File: src/rtl/nn_fixed_pkg.sv
// Shared fixed-point constants and FSM state type for the weight and bias banks.
// Default format is Q6.10 on a 16-bit signed word.
package nn_fixed_pkg;

  localparam int DATA_W_DEF = 16;
  localparam int FRAC_W_DEF = 10;

  localparam logic [DATA_W_DEF-1:0] ONE  = 16'h0400;
  localparam logic [DATA_W_DEF-1:0] HALF = 16'h0200;
  localparam logic [DATA_W_DEF-1:0] QMAX = 16'h7FFF;
  localparam logic [DATA_W_DEF-1:0] QMIN = 16'h8000;

  typedef enum logic {
    IDLE = 1'b0,
    INIT = 1'b1
  } wb_state_e;

endpackage

File: src/rtl/weight_sat_add.sv
// Combinational signed weight + delta adder, shared by the weight and bias banks.
// WEIGHT_BANK_SAT_EN selects clamping on overflow; otherwise the sum wraps.
module weight_sat_add #(
  parameter int DATA_W = 16
) (
  input  logic [DATA_W-1:0] a,
  input  logic [DATA_W-1:0] b,
  output logic [DATA_W-1:0] y
);

`ifdef WEIGHT_BANK_SAT_EN
  logic [DATA_W:0] sum_ext;

  assign sum_ext = {a[DATA_W-1], a} + {b[DATA_W-1], b};

  // Overflow shows up as disagreement between the guard bit and the result sign.
  always_comb begin
    y = sum_ext[DATA_W-1:0];
    if (sum_ext[DATA_W] != sum_ext[DATA_W-1])
      y = sum_ext[DATA_W] ? {1'b1, {(DATA_W-1){1'b0}}} : {1'b0, {(DATA_W-1){1'b1}}};
  end
`else
  assign y = a + b;
`endif

endmodule

File: src/rtl/weight_bank.sv
// Bank of NUM_W signed fixed-point trainable weights: INIT sweep, streamed delta
// updates, flat export and a registered read port. Optional: WEIGHT_BANK_SAT_EN.
module weight_bank
  import nn_fixed_pkg::*;
#(
  parameter int DATA_W = DATA_W_DEF,
  parameter int FRAC_W = FRAC_W_DEF,
  parameter int NUM_W  = 4,
  parameter int IDX_W  = 3,
  parameter logic [DATA_W-1:0] INIT_VAL = DATA_W'(1) << (FRAC_W - 1)
) (
  input  logic                     clk,
  input  logic                     reset,
  input  logic                     init_start,
  output logic                     busy,
  output logic                     init_done,
  input  logic                     upd_valid,
  output logic                     upd_ready,
  input  logic [IDX_W-1:0]         upd_idx,
  input  logic [DATA_W-1:0]        upd_delta,
  input  logic                     upd_last,
  output logic                     upd_done,
  output logic                     err_idx,
  input  logic [IDX_W-1:0]         rd_idx,
  output logic [DATA_W-1:0]        rd_data,
  output logic [DATA_W*NUM_W-1:0]  w_flat
);

  localparam logic [IDX_W-1:0] LAST_IDX = IDX_W'(NUM_W - 1);

  wb_state_e                      state;
  logic [IDX_W-1:0]               cnt;
  logic [NUM_W-1:0][DATA_W-1:0]   w;
  logic [NUM_W-1:0][DATA_W-1:0]   sum;
  logic                           upd_fire;
  logic                           idx_ok;
  logic                           rd_ok;
  logic [DATA_W-1:0]              rd_mux;

  assign upd_ready = (state == IDLE) & ~init_start & ~reset;
  assign upd_fire  = upd_valid & upd_ready;
  assign idx_ok    = int'(upd_idx) < NUM_W;
  assign rd_ok     = int'(rd_idx) < NUM_W;
  assign w_flat    = w;

  // Each lane adds the broadcast delta to its own registered value, so
  // back-to-back beats to the same lane accumulate naturally.
  for (genvar k = 0; k < NUM_W; k++) begin : g_lane
    logic              hit_init;
    logic              hit_upd;
    logic [DATA_W-1:0] w_q;

    assign hit_init = (state == INIT) && (cnt == IDX_W'(k));
    assign hit_upd  = upd_fire && (upd_idx == IDX_W'(k));
    assign w[k]     = w_q;

    weight_sat_add #(.DATA_W(DATA_W)) u_add (
      .a (w_q),
      .b (upd_delta),
      .y (sum[k])
    );

    always_ff @(posedge clk) begin
      if (reset)         w_q <= '0;
      else if (hit_init) w_q <= INIT_VAL;
      else if (hit_upd)  w_q <= sum[k];
    end
  end

  always_ff @(posedge clk) begin
    if (reset) begin
      state     <= IDLE;
      cnt       <= '0;
      busy      <= 1'b0;
      init_done <= 1'b0;
      upd_done  <= 1'b0;
      err_idx   <= 1'b0;
    end else begin
      init_done <= 1'b0;
      upd_done  <= upd_fire & upd_last;
      if (upd_fire && !idx_ok) err_idx <= 1'b1;
      case (state)
        IDLE: begin
          if (init_start) begin
            state <= INIT;
            cnt   <= '0;
            busy  <= 1'b1;
          end
        end
        INIT: begin
          cnt <= cnt + 1'b1;
          if (cnt == LAST_IDX) begin
            state     <= IDLE;
            busy      <= 1'b0;
            init_done <= 1'b1;
          end
        end
        default: state <= IDLE;
      endcase
    end
  end

  always_comb begin
    rd_mux = '0;
    for (int k = 0; k < NUM_W; k++)
      if (rd_idx == IDX_W'(k)) rd_mux = w[k];
  end

  // Read samples the pre-edge weights, so a same-edge write is not visible yet.
  always_ff @(posedge clk) begin
    if (reset) rd_data <= '0;
    else       rd_data <= rd_ok ? rd_mux : '0;
  end

endmodule
File: config.mk
export PLATFORM = sky130hd
export DESIGN_NAME = weight_bank
export DESIGN_NICKNAME = d
export VERILOG_FILES = /design/src/rtl/nn_fixed_pkg.sv /design/src/rtl/weight_sat_add.sv /design/src/rtl/weight_bank.sv
export SDC_FILE = /design/constraint.sdc
export NUM_CORES = 1
export LEC_CHECK = 0
export BUFFER_PORTS_ARGS = -buffer_cell sky130_fd_sc_hd__buf_2
export CORE_MARGIN = 2
export CORE_UTILIZATION = 29
export CTS_CLUSTER_SIZE = 14
export DETAILED_ROUTE_END_ITERATION = 8
export PLACE_DENSITY = 0.46
export SLEW_MARGIN = 20
export SYNTH_ARGS = -nofsm -noshare
export SYNTH_HDL_FRONTEND = slang
export SYNTH_HIERARCHICAL = 1
export SYNTH_SLANG_ARGS = --single-unit
File: constraint.sdc
create_clock -name clk -period 6.8 [get_ports clk]
set_input_delay 1.36 -clock clk [delete_from_list [all_inputs] [get_ports clk]]
set_output_delay 1.36 -clock clk [all_outputs]
set_load 0.02 [all_outputs]
**Yosys cells after proc, flatten, opt, wreduce, memory -nomap -nowiden**

Index checks and enable logic that the tools add are counted.

- Register bits: 88
- Input bits: 27
- Output and inout port bits: 85
- Word-level logic and storage cells: 86

- Add/subtract/negate cells: 5
- Magnitude comparators: 2
- Eq/ne operators: 11
- Muxes and demuxes: 21
- Bitwise logic cells: 8
- Reduce and logical (&&, ||, !) cells: 24

Operators with widths:

| operator | number |
|---|---|
| $mux W10 | 8 |
| $add A16 B16 Y16 | 4 |
| $mux W16 | 4 |
| $eq A3 B2 Y1 const B | 6 |
| $reduce_or A2 Y1 | 6 |
| $eq A3 B1 Y1 const B | 3 |
| $logic_and A1 B1 Y1 | 9 |
| $logic_not A3 Y1 | 3 |
| $reduce_bool A2 Y1 | 4 |
| $lt A3 B3 Y1 const B | 2 |
| $pmux W3 S2 | 1 |
| $mux W1 | 5 |
| $and A1 B1 Y1 | 4 |
| $not A1 Y1 | 4 |
| $pmux W1 S2 | 2 |
| $add A3 B1 Y3 const B | 1 |
| $mux W3 | 1 |
| $ne A2 B1 Y1 const B | 1 |
| $ne A2 B2 Y1 const B | 1 |
| $reduce_and A2 Y1 | 1 |
| $logic_not A1 Y1 | 1 |

**Depth between registers and ports, before layout**

- Depth in word-level cells: 7
- Gate-level depth with buffers: 9
- Depth with buffers taken out: 9

**Cells and area by module**

Netlist, hierarchy kept.

By module, submodules not included:

| module | instances | cells an instance | area an instance (µm²) | seq. area each (µm²) |
|---|---|---|---|---|
| weight_bank | 1 | 431 | 3,811.2 | 1,761.7 |
| weight_sat_add (g_lane[2].u_add ...) | 2 | 104 | 805.8 | 0.0 |
| weight_sat_add (g_lane[0].u_add ...) | 2 | 98 | 724.4 | 0.0 |

**Least setup slack after synthesis**

OpenSTA, ideal clock, no wires.

- Path type: input port to output port
- Start point: input reset
- End point: output upd_ready
- Arrival time: 2.010 ns
- Data required time: 5.440 ns
- Slack: 3.430 ns
- Stages: 2
- Path buffers: 1
- Cell sequence: clkbuf_1 -> nor3_1

- Word-level cells in the longest chain between the ends: 2

RTL lines:

| element | line | source |
|---|---|---|
| start, declared | weight_bank.sv:13 | `input logic reset,` |
| $not A1 Y1 | weight_bank.sv:40 | `assign upd_ready = (state == IDLE) & ~init_start & ~reset;` |
| $and A1 B1 Y1 | weight_bank.sv:40 |  |
| end, declared | weight_bank.sv:18 | `output logic upd_ready,` |

No other way between the ends.

==> run_results.csv <==
group,metric,value,unit
finish,instances_no_fill,1234,
setup_path,cp-start-kind,"input pin",
setup_path,crit_required,7.00,ns
timing,hold_viol_final,0,
global_routing,grt_overflow_total,0,
clocking,cts_buffers,9,
synth,synth_edf_count,0,
run_status,status,"finished clean",
timing,min_period,3.382,ns
routing,vias,6561,
routing,wirelength,23810,microns
timing,rsz0062_at_grt,"false",
setup_path,timing.rr.end,"g_lane[1].w_q[10]$_SDFFE_PP0P_",
synth,ys_async_sr_fraction,0,%
synth,ys_warn_count,6,
routing,drtPass1Iterations,4,
timing,fmax,0.2957,GHz
die,core,0.02333,sq mm
timing,setup_viol,0,
timing,worstMarginPinSlew,1.116,ns
power,static-leakage-power,3.349,nW
die,rows,56,
routing,drc_errors,0,
power,peakVddDrop,0.08522,mV
place,hpwl,17690,microns
setup_path,reg2reg_from,"g_lane[1].w_q[0]$_SDFFE_PP0P_",
setup_path,arrival,3.58,ns
timing,skew,0.006639,ns
worst_hold_path,whs_path_depth,2,
finish,fin_nets,1006,
synth,synth_seq_cells,88,
synth,ys_types,58,
clocking,ctsHoldBuffers,0,
routing,dr.first_iter.drc_count,330,
synth,syn_area,0.006872,sq mm
synth,synthCells,835,
timing,finalCritPeriodShare,49.73,%
clocking,clk_root_buffer_cell,"clkbuf_16",
place,gp_congestion,0.8565,
clocking,clock_sinks,88,
synth,syn_area_per_cell,8.229,sq um
synth,synthFlopType,"dfxtp_1",
routing,routedWlPerCell,19.29,microns
setup_path,critPathCaptureType,"register",
finish,n_fill_cell,2503,
die,die_w,157.9,microns
clocking,tritoncts,"yes",
clocking,clk-insertion-delay-late,0.35,ns
clocking,cts_buffer_depth,2,
die,die_area,0.02494,sq mm
clocking,path_clk_slew,0.07,ns
finish,diodes,0,
clocking,postCtsSetupBuffers,0,
die,die-height,157.9,microns
timing,finalSetupTns,0,ns
global_routing,grt_max_degree,66,
setup_path,path_class,"in2reg",
finish,drive_above_1_share,18.58,%
worst_hold_path,min_from,"err_idx$_SDFFE_PP0P_",
routing,viasPerCell,5.317,
global_routing,grt_pass1_vias,6207,
setup_path,ff2ff_setup_slack,4.20,ns
run,drv_cap,0,
synth,synth.yosys.seq_area_share,25.64,%
routing,ant_nets,0,
die,ios,112,
clocking,htree_levels,3,
synth,syn_nets,931,
timing,final_max_slew_viol_count,0,
global_routing,grt_pass1_wl,36400,microns
global_routing,gr-usage-all-layers,19.20,%
setup_path,path_max_fanout,4,
setup_path,reg2reg_depth,9,
power,p_per_area,154.7,mW/mm^2
worst_hold_path,hold_class,"reg2reg",
worst_hold_path,hold_end,"err_idx$_SDFFE_PP0P_",
place,dp.cells,1218,
timing,slew_headroom,25.60,%
global_routing,antenna_found_initial,1,
finish,area_delta_synth_final,14.58,%
setup_path,crit_start,"upd_delta[0]",
place,port_buffers,111,
clocking,cts.repair.resized,0,
die,initial_core_util,29.45,%
worst max-delay path by stage:
stage,end,cells past startpoint,slack (ns)
floorplan,upd_ready,2,3.43
finish,g_lane[1].w_q[10]$_SDFFE_PP0P_,10,3.42
global route,g_lane[1].w_q[10]$_SDFFE_PP0P_,10,3.26
global placement,g_lane[1].w_q[10]$_SDFFE_PP0P_,10,3.12
detailed placement,g_lane[1].w_q[10]$_SDFFE_PP0P_,10,3.07
CTS,g_lane[1].w_q[10]$_SDFFE_PP0P_,10,3.43
Yosys cell counts (all sizes together) (2+ instances only):
cell type | instances | share of area, %
a211o | 4 | 0.51
o21ba | 2 | 0.29
nand2 | 37 | 2.0
or3b | 2 | 0.25
o22ai | 18 | 1.6
xor2 | 22 | 2.8
o21ai | 93 | 6.9
and3 | 2 | 0.18
nor4 | 2 | 0.18
a221o | 2 | 0.29
o21a | 2 | 0.22
nand4 | 4 | 0.36
xnor2 | 34 | 4.3
buf | 35 | 3.2
and4 | 2 | 0.25
fa | 4 | 1.2
clkbuf | 17 | 0.93
nand3 | 83 | 6.0
o211ai | 12 | 1.6
o21bai | 6 | 0.66
nand3b | 4 | 0.44
dfxtp | 88 | 26
and2 | 17 | 1.5
nor3b | 5 | 0.69
ha | 65 | 12
o2111ai | 2 | 0.25
inv | 10 | 0.55
a211oi | 4 | 0.58
nor2 | 19 | 1.0
nor3 | 17 | 1.9
a21oi | 124 | 9.1
a31oi | 10 | 0.91
a311oi | 4 | 0.69
and4b | 2 | 0.29
o41ai | 2 | 0.47
nand2b | 6 | 0.55
a21o | 16 | 1.8
or2 | 5 | 0.46
nor2b | 4 | 0.36
nor4b | 4 | 0.78
mux2i | 39 | 5.7
through the flow:
stage	power, mW	area (sq um)	utilization, %	hold slack, ns	setup WS [ns]
2_1_floorplan	0.6698	6872	-	0.4884	3.430
3_3_place_gp	0.7288	7589	32.52	0.4501	3.122
3_5_place_dp	0.7278	7589	32.52	0.4695	3.069
4_1_cts	1.231	7874	33.75	0.4843	3.434
5_1_grt	1.269	7874	33.75	0.4979	3.265
6_report	1.218	7874	33.75	0.4731	3.418
power breakdown:
group	switching [mW]	total, mW	internal (mW)
clock network	0.233	0.502	0.269
registers	0.00735	0.527	0.520
logic	0.126	0.189	0.0624
worst max-delay path, cell delays in order:
cell	delay (ns)
buf_2	0.13
ha_1	0.21
fa_1	0.42
a21o_2	0.27
a311oi_2	0.40
o21ai_0	0.21
a311oi_1	0.34
nor3_1	0.07
nand3_1	0.08
a21oi_1	0.07
logic make-up (layout without fill, tap and decap cells):
group / Yosys count / after routing / share of synthesized area (%)
buf+inv: 62 / 142 / 4.643
compound gates: 303 / 303 / 26.18
flops: 88 / 88 / 25.64
fa+ha+maj: 69 / 69 / 13.00
simple gates: 218 / 218 / 17.72
xor+xnor: 56 / 56 / 7.138
mux: 39 / 39 / 5.681
metal layers:
| metal | vias up | track usage (%) | wire length, microns |
|---|---|---|---|
| met5 | - | 0 | 11 |
| li1 | 3276 | - | - |
| met3 | 18 | 3.148 | 886 |
| met4 | 2 | 4.161 | 266 |
| met2 | 120 | 32.67 | 11460 |
| met1 | 3145 | 25.54 | 11190 |
final cells by class:
class                      count  area (sq um)  share of cell area, %
tap                          319         399.1                  5.069
multi-input combinational    685          4797                  60.92
clock inverter                 4         28.78                 0.3655
timing repair buffer         116         593.1                  7.532
clock buffer                  12         256.5                  3.258
sequential                    88          1762                  22.37
inverter                      10         37.54                 0.4767
cell usage in the layout (no fill, tap or decap), types with 5 or more instances in the layout:
master,count
a21oi_1,122
buf_2,111
dfxtp_1,88
nand3_1,83
o21ai_1,71
ha_1,65
mux2i_1,39
nand2_1,37
xnor2_1,34
xor2_1,22
o21ai_0,20
nor2_1,19
o22ai_1,18
and2_1,17
a21o_1,14
inv_1,10
a31oi_1,10
nor3_2,9
clkbuf_16,9
nor3_1,8
o211ai_1,8
nand2b_1,6
o21bai_1,6
or2_2,5
buf_4,5
flip-flops by register name (all words and copies together) (netlist names):
signal	count
g_lane.w_q	64
rd_data	16
cnt	3
busy	1
err_idx	1
init_done	1
state	1
upd_done	1
Power figures use the tool's default switching activity.
